File: src/rtl/fft_mem_ctrl.sv
// fft_mem_ctrl: address and control sequencer for a two-bank, in-place,
// radix-2 FFT. The block loads N samples into banks split by index parity.
// It then runs LOG2N butterfly stages. A PIPE-deep tap chain pairs each
// read with its write-back.
module fft_mem_ctrl #(
    parameter  int LOG2N = 6,
    parameter  int PIPE  = 1,
    parameter  int SW    = 4,
    localparam int AW    = LOG2N - 1
) (
    input  logic          clk,
    input  logic          nrst,
    input  logic          in_valid,
    output logic          in_ready,
    input  logic          inv,
    output logic          inv_o,
    output logic          we_b0,
    output logic          we_b1,
    output logic          re_b0,
    output logic          re_b1,
    output logic [AW-1:0] waddr_b0,
    output logic [AW-1:0] waddr_b1,
    output logic [AW-1:0] raddr_b0,
    output logic [AW-1:0] raddr_b1,
    output logic          swap_in,
    output logic          swap_out,
    output logic [SW-1:0] stage,
    output logic [AW-1:0] bfly_idx,
    output logic          out_valid,
    output logic          done
);

    localparam logic [1:0] ST_LOAD    = 2'd0;
    localparam logic [1:0] ST_COMPUTE = 2'd1;
    localparam logic [1:0] ST_DONE    = 2'd2;

    localparam int            GW     = 3;
    localparam logic [SW-1:0] S_LAST = SW'(LOG2N - 1);
    localparam logic [GW-1:0] G_LAST = GW'(PIPE - 1);

    // One read in flight: everything its write-back and twiddle lookup need
    typedef struct packed {
        logic          v;
        logic          last;
        logic          swap;
        logic [SW-1:0] stg;
        logic [AW-1:0] j;
        logic [AW-1:0] ra0;
        logic [AW-1:0] ra1;
    } tap_t;

    logic [1:0]       state_q, state_d;
    logic             run_q, run_d;
    logic [LOG2N-1:0] k_q, k_d;
    logic [SW-1:0]    s_q, s_d;
    logic [AW-1:0]    j_q, j_d;
    logic [GW-1:0]    g_q, g_d;
    logic             gap_q, gap_d;
    logic             inv_q, inv_d;
    tap_t             tap_q [1:PIPE];
    tap_t             tap_d [1:PIPE];

    logic             rd;
    logic             last;
    logic [SW-1:0]    sh;
    logic [AW-1:0]    h;
    logic [AW-1:0]    ra0_c, ra1_c;
    logic             swap_c;
    logic             accept;
    tap_t             tap_in;

    // Read-phase address and swap decode from the stage/butterfly counters
    always_comb begin
        rd     = (state_q == ST_COMPUTE) && !gap_q;
        last   = (s_q == S_LAST);
        sh     = SW'(LOG2N - 2) - s_q;
        h      = AW'(1) << sh;
        ra0_c  = '0;
        ra1_c  = '0;
        swap_c = 1'b0;
        if (rd) begin
            ra0_c = j_q;
            if (last) begin
                ra1_c  = j_q;
                swap_c = ^j_q;
            end else begin
                ra1_c  = j_q ^ h;
                swap_c = |(j_q & h);
            end
        end
    end

    // Next-state logic: load counting, stage/butterfly/gap sequencing, tap shift
    always_comb begin
        state_d = state_q;
        run_d   = 1'b1;
        k_d     = k_q;
        s_d     = s_q;
        j_d     = j_q;
        g_d     = g_q;
        gap_d   = gap_q;
        inv_d   = inv_q;

        in_ready = run_q && ((state_q == ST_LOAD) || (state_q == ST_DONE));
        accept   = in_ready && in_valid;

        tap_in = '0;
        if (rd) begin
            tap_in.v    = 1'b1;
            tap_in.last = last;
            tap_in.swap = swap_c;
            tap_in.stg  = s_q;
            tap_in.j    = j_q;
            tap_in.ra0  = ra0_c;
            tap_in.ra1  = ra1_c;
        end
        tap_d    = tap_q;
        tap_d[1] = tap_in;
        for (int unsigned i = 2; i <= unsigned'(PIPE); i++) begin
            tap_d[i] = tap_q[i-1];
        end

        case (state_q)
            ST_LOAD, ST_DONE: begin
                // DONE always falls back to LOAD; a sample offered then is k=0
                state_d = ST_LOAD;
                if (accept) begin
                    k_d = k_q + LOG2N'(1);
                    if (k_q == '0) begin
                        inv_d = inv;
                    end
                    if (k_q == '1) begin
                        state_d = ST_COMPUTE;
                        s_d     = '0;
                        j_d     = '0;
                        g_d     = '0;
                        gap_d   = 1'b0;
                    end
                end
            end
            ST_COMPUTE: begin
                if (!gap_q) begin
                    j_d = j_q + AW'(1);
                    if (j_q == '1) begin
                        gap_d = 1'b1;
                        g_d   = '0;
                    end
                end else begin
                    g_d = g_q + GW'(1);
                    if (g_q == G_LAST) begin
                        gap_d = 1'b0;
                        g_d   = '0;
                        if (last) begin
                            state_d = ST_DONE;
                            s_d     = '0;
                        end else begin
                            s_d = s_q + SW'(1);
                        end
                    end
                end
            end
            default: state_d = ST_LOAD;
        endcase
    end

    // Output decode: load writes come straight from k, compute writes from the last tap
    always_comb begin
        if (state_q == ST_COMPUTE) begin
            we_b0    = tap_q[PIPE].v;
            we_b1    = tap_q[PIPE].v;
            waddr_b0 = tap_q[PIPE].ra0;
            waddr_b1 = tap_q[PIPE].ra1;
        end else begin
            we_b0    = accept && !(^k_q);
            we_b1    = accept && (^k_q);
            waddr_b0 = k_q[LOG2N-1:1];
            waddr_b1 = k_q[LOG2N-1:1];
        end
        swap_out  = tap_q[PIPE].v && tap_q[PIPE].swap && !tap_q[PIPE].last;
        out_valid = tap_q[PIPE].v && tap_q[PIPE].last;
        re_b0     = rd;
        re_b1     = rd;
        raddr_b0  = ra0_c;
        raddr_b1  = ra1_c;
        swap_in   = tap_q[1].swap;
        stage     = tap_q[1].stg;
        bfly_idx  = tap_q[1].j;
        done      = (state_q == ST_DONE);
        inv_o     = inv_q;
    end

    // State, counters and tap chain; reset drops any writes still in flight
    always_ff @(posedge clk) begin
        if (!nrst) begin
            state_q <= ST_LOAD;
            run_q   <= 1'b0;
            k_q     <= '0;
            s_q     <= '0;
            j_q     <= '0;
            g_q     <= '0;
            gap_q   <= 1'b0;
            inv_q   <= 1'b0;
            tap_q   <= '{default: '0};
        end else begin
            state_q <= state_d;
            run_q   <= run_d;
            k_q     <= k_d;
            s_q     <= s_d;
            j_q     <= j_d;
            g_q     <= g_d;
            gap_q   <= gap_d;
            inv_q   <= inv_d;
            tap_q   <= tap_d;
        end
    end

endmodule

File: config.mk
export PLATFORM = sky130hd
export DESIGN_NAME = fft_mem_ctrl
export DESIGN_NICKNAME = d
export VERILOG_FILES = /design/src/rtl/fft_mem_ctrl.sv
export SDC_FILE = /design/constraint.sdc
export NUM_CORES = 1
export LEC_CHECK = 0
export BUFFER_PORTS_ARGS = -buffer_cell sky130_fd_sc_hd__buf_4
export CAP_MARGIN = 0
export CORE_MARGIN = 5
export CORE_UTILIZATION = 41
export CTS_CLUSTER_SIZE = 16
export DETAILED_ROUTE_END_ITERATION = 8
export SYNTH_ARGS = -nofsm -noshare
export SYNTH_HDL_FRONTEND = slang
export SYNTH_SLANG_ARGS = --single-unit
File: constraint.sdc
create_clock -name clk -period 3.83 [get_ports clk]
set_clock_uncertainty 0.2 [all_clocks]
set_input_delay 0.383 -clock clk [delete_from_list [all_inputs] [get_ports clk]]
set_output_delay 0.383 -clock clk [all_outputs]
set_load 0.02 [all_outputs]
Word-level counts from Yosys, hierarchy flattened
Cells that the tools add are included.
Storage, ports and cells
  register bits after elaboration: 45
  bits in latches: 0
  RAM bits: 0
  bits in read-only memories: 0
  input port bits: 4
  output and inout bits: 39
  logic and storage cells: 101
  memories kept: 0
Operators by class
  $add $sub $neg: 5
  multiply operators: 0
  div/mod/pow operators: 0
  order comparisons: 0
  equality and inequality tests: 12
  shift operators: 1
  mux-type cells: 38
  bitwise gates (word level): 2
  reductions and logical operators: 28
Operators with widths (count)
  $mux 5: 8
  $mux 22: 1
  $mux 4: 5
  $mux 3: 5
  $mux 1: 11
  $ne 2x2->1 const B: 5
  $pmux 5 s2: 1
  $reduce_and 3->1: 3
  $logic_and 1x1->1: 8
  $pmux 4 s2: 1
  $reduce_and 4->1: 2
  $add 6x1->6 const B: 1
  $eq 6x6->1 const B: 1
  $logic_not 6->1: 1
  $mux 2: 3
  $pmux 3 s2: 1
  $reduce_xor 6->1: 1
  $add 5x1->5 const B: 1
  $and 5x5->5: 1
  $eq 5x5->1 const B: 1
  $reduce_and 5->1: 1
  $reduce_or 5->1: 1
  $reduce_xor 5->1: 1
  $shl 1x4->5 const A: 1
  18 further kinds: 21

Logic depth before layout (Yosys ltp)
Gate-level depths: netlist (run 1).
  depth in word-level cells: 6
  mapped depth: 8
  depth with buffers taken out: 8

Least setup slack after synthesis (run 1)
Ideal clock, no wire load.
  path type: register -> output
  start point: register s_q[0]
  end point: output port raddr_b1[0]
  arrival: 1.687 ns
  data required time: 3.247 ns
  setup slack: 1.560 ns
  stages on the path, launching flop included: 8
  path buffers: 0
  path through: dfxtp_1 > inv_1 > ha_1 > a21oi_1 > nor2b_1 > ha_1 > mux2i_1 > nor2_1
Between the ends
  longest elaborated chain between the ends: 5
  elaborated cells between the ends (all ways): 6
  classes of those cells: 1 x add/sub; 1 x eq/ne; 1 x shift; 2 x mux; 1 x bitwise
RTL lines
  start, declared: RTL line 55  | logic [SW-1:0] s_q, s_d;
  start signal, assigned: RTL line 198  | s_q <= '0;
  start signal, assigned: RTL line 208  | s_q <= s_d;
  $sub 3x4->4: RTL line 76  | sh = SW'(LOG2N - 2) - s_q;
  $shl 1x4->5: RTL line 77  | h = AW'(1) << sh;
  $xor 5x5->5: RTL line 87  | ra1_c = j_q ^ h;
  $mux 5 *: RTL line 83  | if (last) begin
  $mux 5 *: RTL line 81  | if (rd) begin
  end, declared: RTL line 24  | output logic [AW-1:0] raddr_b1,
Mark *: on every way between the ends. The rest lies on a longest branch, timed or not.

Final worst setup path (run 1)
  start point: register s_q[0]
  end point: output port raddr_b1[3]
The elaborated chain is that of the path after synthesis.

==> impl_metrics.prom, run 1 <==
# TYPE chip_impl_metric gauge
chip_impl_info{name="endpoint_kind_of_the_worst_setup_timing_path",value="output pin"} 1
chip_impl_metric{name="finalMaxSlewViolations",unit=""} 0
chip_impl_metric{name="global_route_wire_length_before_repair",unit="um"} 8450
chip_impl_metric{name="drive_gt1_share",unit="%"} 19.1
chip_impl_metric{name="synth-edff-count",unit=""} 0
chip_impl_metric{name="first_pass_iters",unit=""} 4
chip_impl_metric{name="dr_total_vias",unit=""} 1858
chip_impl_metric{name="vdd_ir_drop_max",unit="mV"} 0.122
chip_impl_metric{name="synthToLayoutAreaGrowth",unit="%"} 15.9
chip_impl_info{name="final_common_cell",value="dfxtp_1"} 1
chip_impl_metric{name="fp.dieH",unit="um"} 86.0
chip_impl_metric{name="cts_resized",unit=""} 0
chip_impl_metric{name="seqCellArea",unit="um^2"} 901
chip_impl_metric{name="multiInputGateArea",unit="mm^2"} 0.00129
chip_impl_metric{name="worst_slew_margin_rel",unit="%"} 58.1
chip_impl_metric{name="fin_crit_sh",unit="%"} 74.3
chip_impl_metric{name="grt_overflow_total",unit=""} 0
chip_impl_info{name="grt_setup_unrepaired",value="false"} 1
chip_impl_metric{name="syn-cell-area",unit="mm^2"} 0.00237
chip_impl_metric{name="clock_tree.buffer_depth",unit=""} 2
chip_impl_metric{name="power.switching_fraction",unit="%"} 23.3
chip_impl_info{name="layout.cells.most_common_list",value="dfxtp_1 (45), buf_4 (43), nand2_1 (41)"} 1
chip_impl_metric{name="cell_internal_pwr",unit="mW"} 0.610
chip_impl_metric{name="antenna-diode-count",unit=""} 0
chip_impl_metric{name="max_freq",unit="GHz"} 0.351
chip_impl_metric{name="die_x",unit="um"} 86.0
chip_impl_metric{name="floorplan.io_pins",unit=""} 43
chip_impl_metric{name="routed_wl",unit="um"} 5040
chip_impl_metric{name="placedCellCount",unit=""} 367
chip_impl_metric{name="worst_setup_hold_path_clk_slew",unit="ns"} 0.09
chip_impl_metric{name="ys.warnings.count",unit=""} 0
chip_impl_info{name="dominantRegCellSynth",value="dfxtp_1"} 1
chip_impl_metric{name="place_congestion",unit=""} 0.762
chip_impl_metric{name="post_synth_inst_count",unit=""} 273
chip_impl_metric{name="crit_required",unit="ns"} 3.25
chip_impl_metric{name="detailedRoute.firstIterationViolations",unit=""} 69
chip_impl_metric{name="port-buffer-count",unit=""} 42
chip_impl_metric{name="clock_sinks",unit=""} 45
chip_impl_metric{name="grt.total_usage",unit="%"} 14.4
chip_impl_metric{name="vias_per_cell",unit=""} 4.95
chip_impl_metric{name="clock_insertion_delay_worst_skew",unit="ns"} 0.30
chip_impl_metric{name="syn-num-nets",unit=""} 298
chip_impl_metric{name="clock_tree.htree_level_count",unit=""} 2
chip_impl_metric{name="postSynthRegisterBits",unit=""} 45
chip_impl_metric{name="fillCellCount",unit=""} 574
chip_impl_metric{name="finalSetupTns",unit="ns"} 0
chip_impl_metric{name="post_synth.cell_area_avg",unit="um^2"} 8.68
chip_impl_metric{name="p_switching",unit="mW"} 0.185
chip_impl_metric{name="clock_power_share",unit="%"} 37.1
chip_impl_metric{name="worstMarginPinSlew",unit="ns"} 0.628
chip_impl_metric{name="postCtsSetupBuffers",unit=""} 0
chip_impl_metric{name="core_box_area",unit="mm^2"} 0.00557
chip_impl_info{name="timing.critical_path.from_type",value="register"} 1
chip_impl_metric{name="final_antenna_net_count",unit=""} 0
chip_impl_metric{name="synth_cell_types",unit=""} 47
chip_impl_metric{name="comb_power_share",unit="%"} 3.6
chip_impl_metric{name="route.detailed.drc",unit=""} 0
chip_impl_metric{name="postSynth.asyncResetShare",unit="%"} 0
chip_impl_metric{name="grt_pass1_vias",unit=""} 1808
chip_impl_info{name="run_status",value="finished clean"} 1
chip_impl_metric{name="cap_violations",unit=""} 0
chip_impl_metric{name="wl_per_cell",unit="um"} 13.4
chip_impl_info{name="setup.worst_path.class",value="register to output pin"} 1
chip_impl_metric{name="tritoncts.num_buffers",unit=""} 5
chip_impl_metric{name="fin_cells",unit=""} 375
chip_impl_metric{name="cp_max_fo",unit=""} 8
chip_impl_info{name="worstHoldPathType",value="primary input to register"} 1
chip_impl_metric{name="critPathArrivalTime",unit="ns"} 2.26
chip_impl_metric{name="hold_viol_final",unit=""} 0
chip_impl_metric{name="post-route-min-period",unit="ns"} 2.85
chip_impl_info{name="cts_tree",value="done"} 1
chip_impl_metric{name="postCtsHoldBufs",unit=""} 0
chip_impl_metric{name="total_number_of_placement_rows",unit=""} 27
chip_impl_info{name="cpMaxStageDelayCell",value="dfxtp_1"} 1
chip_impl_metric{name="setup_violations",unit=""} 0
chip_impl_metric{name="synth.yosys.seq_area_share",unit="%"} 38.0
chip_impl_metric{name="number_of_nets_in_the_layout",unit=""} 327
chip_impl_info{name="clock_tree.root_cell",value="clkbuf_8"} 1
chip_impl_metric{name="slowest_delay",unit="ns"} 0.38
chip_impl_metric{name="power-per-cell-area",unit="mW/mm^2"} 290
chip_impl_metric{name="power.share.sequential",unit="%"} 59.3
chip_impl_info{name="critical_path.cell_chain",value="or3_1, a21boi_0, a21oi_1, nor2b_1, ha_1, mux2i_1, nor2_1, buf_4"} 1
chip_impl_metric{name="die_area",unit="mm^2"} 0.00740
chip_impl_metric{name="initial_utilization",unit="%"} 42.5
chip_impl_metric{name="grt_antenna_before_repair",unit=""} 0
chip_impl_metric{name="hpwl",unit="um"} 3710
chip_impl_metric{name="cellLeakagePower",unit="nW"} 1.29
chip_impl_metric{name="grt_start_max_net_pins",unit=""} 36
[cells in the mapped netlist, types with 2 or more instances]
master / n / area, um^2
dfxtp_1: 45 / 901
nand2_1: 41 / 154
ha_1: 21 / 263
nor2_1: 19 / 71.3
nor2b_1: 13 / 81.3
and3_1: 12 / 75.1
buf_4: 12 / 90.1
inv_1: 12 / 45.0
and2_1: 11 / 68.8
mux2i_1: 7 / 70.1
nor3_1: 7 / 35.0
a21boi_0: 6 / 45.0
clkbuf_1: 6 / 22.5
nand3_1: 6 / 30.0
o21ai_0: 6 / 30.0
xnor2_1: 6 / 52.6
a21oi_1: 4 / 20.0
or3_1: 3 / 18.8
a22oi_1: 2 / 15.0
buf_2: 2 / 10.0
nand2b_1: 2 / 12.5
nand3b_1: 2 / 15.0
nand4b_1: 2 / 17.5
or4_1: 2 / 15.0
xor2_1: 2 / 17.5
[sequential cells by signal (all words and copies together) (netlist names)]
name,count
inv_o,1
s_q,4
stage,4
j_q,5
run_q,1
k_q,6
state_q,2
tap_q,12
swap_in,1
g_q,3
gap_q,1
bfly_idx,5
[logic make-up after synthesis]
group                      count (synthesis)  synth area share, %
xor gates and xnor gates                   8                 2.96
adders and majority gates                 21                 11.1
muxes                                      8                 3.43
and+or+nand+nor                          126                 27.2
AOI/OAI and AO/OA                         31                 9.72
DFF                                       45                 38.0
buffers and inverters                     34                 7.61
[power by group through the flow]
stage                     registers, mW  clock network, mW  logic [mW]
after floorplan                   0.483                  0      0.0183
after global placement            0.482                  0      0.0294
after detailed placement          0.482                  0      0.0292
after CTS                         0.471              0.309      0.0293
after global routing              0.472              0.331      0.0318
final                             0.471              0.295      0.0288
[worst paths after layout]
path           from           to  slack [ns]  depth (start not counted)
min reg2reg  g_q[1]       g_q[1]        0.31                          1
max reg2reg  s_q[1]       s_q[1]        1.64                          6
min             inv        inv_o        0.14                          3
max          s_q[0]  raddr_b1[3]        0.98                          8
[routing by layer]
metal	vias to the layer above	wire length (um)	GRT usage (%)	part of all wire [%]
li1	964	-	-	-
met1	864	2310	17.9	46
met2	25	2480	24.3	49
met3	5	193	3.36	3.8
met4	0	54	4.46	1.1
met5	-	0	0	0
[through the flow]
step           power [mW]  utilization (%)  hold WS, ns  area (um^2)  setup slack (ns)
2_1_floorplan       0.501                -        0.211         2370              1.56
3_3_place_gp        0.512             47.6        0.291         2660              1.38
3_5_place_dp        0.512             47.6        0.285         2660              1.30
4_1_cts             0.809             49.2        0.134         2750             0.976
5_1_grt             0.834             49.2        0.135         2750             0.755
6_report            0.795             49.2        0.144         2750             0.984
[worst max-delay path: cells and delay by family, from the launching register on]
kind / cells / cell delay, ns
multiplexers: 1 / 0.19
AND/OR/NAND/NOR: 3 / 0.60
AO/OA/AOI/OAI: 2 / 0.40
adder cells (fa/ha/maj): 1 / 0.25
flip-flops: 1 / 0.38
buffers and inverters: 1 / 0.16
[cell type report]
type / instances / area share (%)
clock buffers: 5 / 2.51
multi-input cells: 194 / 46.9
inverters: 13 / 1.96
flip-flops and latches: 45 / 32.8
well taps: 72 / 3.28
clock inverters: 3 / 0.775
repair buffers: 43 / 11.8
(Power assumes the default switching activity.)
==> inputs of run 2 (changes only) <==
- clock period: 3.83 -> 2.88 ns (I/O delays scaled with it)
==> run 2 against run 1 <==
  * Via count is 0.75% lower
  * Sequential power grew 33%
  * First-iteration DRC count is 20% higher
  * Worst setup slack lost 0.77 ns
  * Clock-buffer cell count is 1 higher
  * Non-clock buffer count stayed put
  * Power rose by 32%
  * Sequential share of layout area grew 0.061 points
  * Register-to-register slack worse by 0.91 ns
  * Core utilization about the same
  * Critical endpoint unchanged
  * Largest power group unchanged
==> impl_metrics.prom, run 2 (synthesis results as in run 1) <==
# TYPE chip_impl_metric gauge
chip_impl_metric{name="number_of_nets_in_the_layout",unit=""} 327
chip_impl_metric{name="finalSetupTns",unit="ns"} 0
chip_impl_metric{name="clock_power_share",unit="%"} 36.6
chip_impl_metric{name="detailedRoute.firstIterationViolations",unit=""} 83
chip_impl_metric{name="grt_pass1_vias",unit=""} 1767
chip_impl_metric{name="slowest_delay",unit="ns"} 0.39
chip_impl_metric{name="port-buffer-count",unit=""} 42
chip_impl_metric{name="flip_flop_count_of_the_largest_register_all_copies_and_words_added",unit=""} 12
chip_impl_metric{name="core_box_area",unit="mm^2"} 0.00557
chip_impl_metric{name="fin_crit_sh",unit="%"} 92.6
chip_impl_metric{name="fp.dieH",unit="um"} 86.0
chip_impl_info{name="largest_regs",value="tap_q x12, k_q x6"} 1
chip_impl_info{name="layout.cells.most_common_list",value="dfxtp_1 (43), buf_4 (43), nand2_1 (41)"} 1
chip_impl_metric{name="cts_resized",unit=""} 0
chip_impl_metric{name="worst_slew_margin_rel",unit="%"} 58.0
chip_impl_metric{name="hold_ws",unit="ns"} 0.0393
chip_impl_metric{name="initial_utilization",unit="%"} 42.5
chip_impl_metric{name="critPathArrivalTime",unit="ns"} 2.18
chip_impl_metric{name="total_number_of_placement_rows",unit=""} 27
chip_impl_metric{name="vias_per_cell",unit=""} 4.92
chip_impl_metric{name="placedCellCount",unit=""} 367
chip_impl_info{name="worstHoldPathType",value="primary input to register"} 1
chip_impl_metric{name="finalMaxSlewViolations",unit=""} 0
chip_impl_info{name="cts_tree",value="done"} 1
chip_impl_metric{name="power.share.sequential",unit="%"} 59.8
chip_impl_metric{name="clock_sinks",unit=""} 45
chip_impl_metric{name="max_freq",unit="GHz"} 0.375
chip_impl_metric{name="clock_tree.buffer_depth",unit=""} 2
chip_impl_metric{name="die_area",unit="mm^2"} 0.00740
chip_impl_metric{name="floorplan.io_pins",unit=""} 43
chip_impl_metric{name="cap_violations",unit=""} 0
chip_impl_metric{name="route.detailed.drc",unit=""} 0
chip_impl_metric{name="worstMarginPinSlew",unit="ns"} 0.628
chip_impl_info{name="timing.critical_path.from_type",value="register"} 1
chip_impl_metric{name="setup_violations",unit=""} 0
chip_impl_info{name="critical_path.cell_chain",value="or3_1, a21boi_2, a21oi_1, nor2b_1, ha_1, mux2i_2, nor2_1, buf_4"} 1
chip_impl_metric{name="first_pass_iters",unit=""} 4
chip_impl_metric{name="cell_internal_pwr",unit="mW"} 0.808
chip_impl_metric{name="power.switching_fraction",unit="%"} 22.9
chip_impl_metric{name="postCtsSetupBuffers",unit=""} 0
chip_impl_metric{name="synthToLayoutAreaGrowth",unit="%"} 16.0
chip_impl_metric{name="finalWorstSetupSlack",unit="ns"} 0.213
chip_impl_metric{name="grt.total_usage",unit="%"} 14.4
chip_impl_metric{name="comb_power_share",unit="%"} 3.6
chip_impl_info{name="cpMaxStageDelayCell",value="or3_1"} 1
chip_impl_metric{name="vdd_ir_drop_max",unit="mV"} 0.167
chip_impl_info{name="endpoint_kind_of_the_worst_setup_timing_path",value="output pin"} 1
chip_impl_metric{name="power-per-cell-area",unit="mW/mm^2"} 381
chip_impl_metric{name="placement.cell_area",unit="mm^2"} 0.00266
chip_impl_metric{name="hold_viol_final",unit=""} 0
chip_impl_metric{name="postCtsHoldBufs",unit=""} 0
chip_impl_metric{name="global_route_wire_length_before_repair",unit="um"} 8420
chip_impl_metric{name="grt_antenna_before_repair",unit=""} 0
chip_impl_metric{name="fin_cells",unit=""} 375
chip_impl_info{name="run_status",value="finished clean"} 1
chip_impl_info{name="setup.worst_path.class",value="register to output pin"} 1
chip_impl_metric{name="tritoncts.num_buffers",unit=""} 5
chip_impl_metric{name="worst_setup_hold_path_clk_slew",unit="ns"} 0.09
chip_impl_info{name="clock_tree.root_cell",value="clkbuf_8"} 1
chip_impl_info{name="largest_register",value="tap_q"} 1
chip_impl_metric{name="clock_tree.htree_level_count",unit=""} 2
chip_impl_metric{name="post-route-min-period",unit="ns"} 2.67
chip_impl_metric{name="grt_overflow_total",unit=""} 0
chip_impl_metric{name="cp_max_fo",unit=""} 8
chip_impl_metric{name="dr_total_vias",unit=""} 1844
chip_impl_metric{name="wl_per_cell",unit="um"} 13.4
chip_impl_metric{name="final_antenna_net_count",unit=""} 0
chip_impl_metric{name="p_switching",unit="mW"} 0.240
chip_impl_metric{name="cellLeakagePower",unit="nW"} 1.29
chip_impl_metric{name="drive_gt1_share",unit="%"} 20.1
chip_impl_metric{name="die_x",unit="um"} 86.0
chip_impl_metric{name="antenna-diode-count",unit=""} 0
chip_impl_metric{name="hpwl",unit="um"} 3730
chip_impl_info{name="grt_setup_unrepaired",value="false"} 1
chip_impl_metric{name="crit_required",unit="ns"} 2.39
chip_impl_metric{name="place_congestion",unit=""} 0.768
chip_impl_metric{name="routed_wl",unit="um"} 5020
chip_impl_metric{name="dpl_worst_slack",unit="ns"} 0.416
chip_impl_metric{name="fin_area",unit="mm^2"} 0.00275
chip_impl_metric{name="grt_start_max_net_pins",unit=""} 36
chip_impl_metric{name="clock_insertion_delay_worst_skew",unit="ns"} 0.30
-- run 2: cell types whose count changed in the layout (fill, tap and decap cells not counted), sizes merged --
cell / before / now
clkinv: 2 / 3
clkbuf: 5 / 6
inv: 13 / 12
clkinvlp: 1 / 0
-- run 2: metal layers --
| metal | wire [um] | track usage, % | share of wire [%] |
|---|---|---|---|
| met3 | 244 | 4.23 | 4.9 |
| met1 | 2280 | 16.9 | 45 |
| met2 | 2390 | 24.5 | 48 |
| met5 | 0 | 0 | 0 |
| met4 | 102 | 5.61 | 2.0 |
-- run 2: power groups by stage --
stage          Clock, mW  Sequential [mW]  Combinational [mW]
6_report           0.383            0.627              0.0381
5_1_grt            0.429            0.627              0.0422
4_1_cts            0.395            0.627              0.0388
3_5_place_dp           0            0.642              0.0388
3_3_place_gp           0            0.641              0.0388
2_1_floorplan          0            0.642              0.0243
-- run 2: worst paths after layout --
path | endpoint | start | cells past startpoint | slack, ns
worst max-delay path | raddr_b1[3] | s_q[0] | 8 | 0.21
worst min-delay path | inv_o | inv | 3 | 0.04
worst max register to register | j_q[3] | state_q[0] | 5 | 0.73
worst min register to register | s_q[1] | s_q[1] | 2 | 0.30
-- run 2: worst max-delay path: cells and delay by family, from the launching register on --
| kind | cells | cell delay (ns) |
|---|---|---|
| buffers and inverters | 1 | 0.16 |
| muxes | 1 | 0.18 |
| adders and majority gates | 1 | 0.26 |
| DFF | 1 | 0.36 |
| and+or+nand+nor | 3 | 0.62 |
| AOI/OAI and AO/OA | 2 | 0.29 |
-- run 2: cell type report --
type                            count  area, um^2
Timing Repair Buffer               43         323
Inverter                           13        53.8
Tap cell                           72        90.1
Sequential cell                    45         903
Clock buffer                        6        72.6
Multi-Input combinational cell    194        1290
Clock inverter                      2        10.0
Fill cell                         556        2830
-- run 2: stage by stage --
step,utilization (%),total power [mW]
6_report,49.3,1.05
5_1_grt,49.3,1.10
4_1_cts,49.1,1.06
3_5_place_dp,47.6,0.680
3_3_place_gp,47.6,0.680
2_1_floorplan,-,0.666
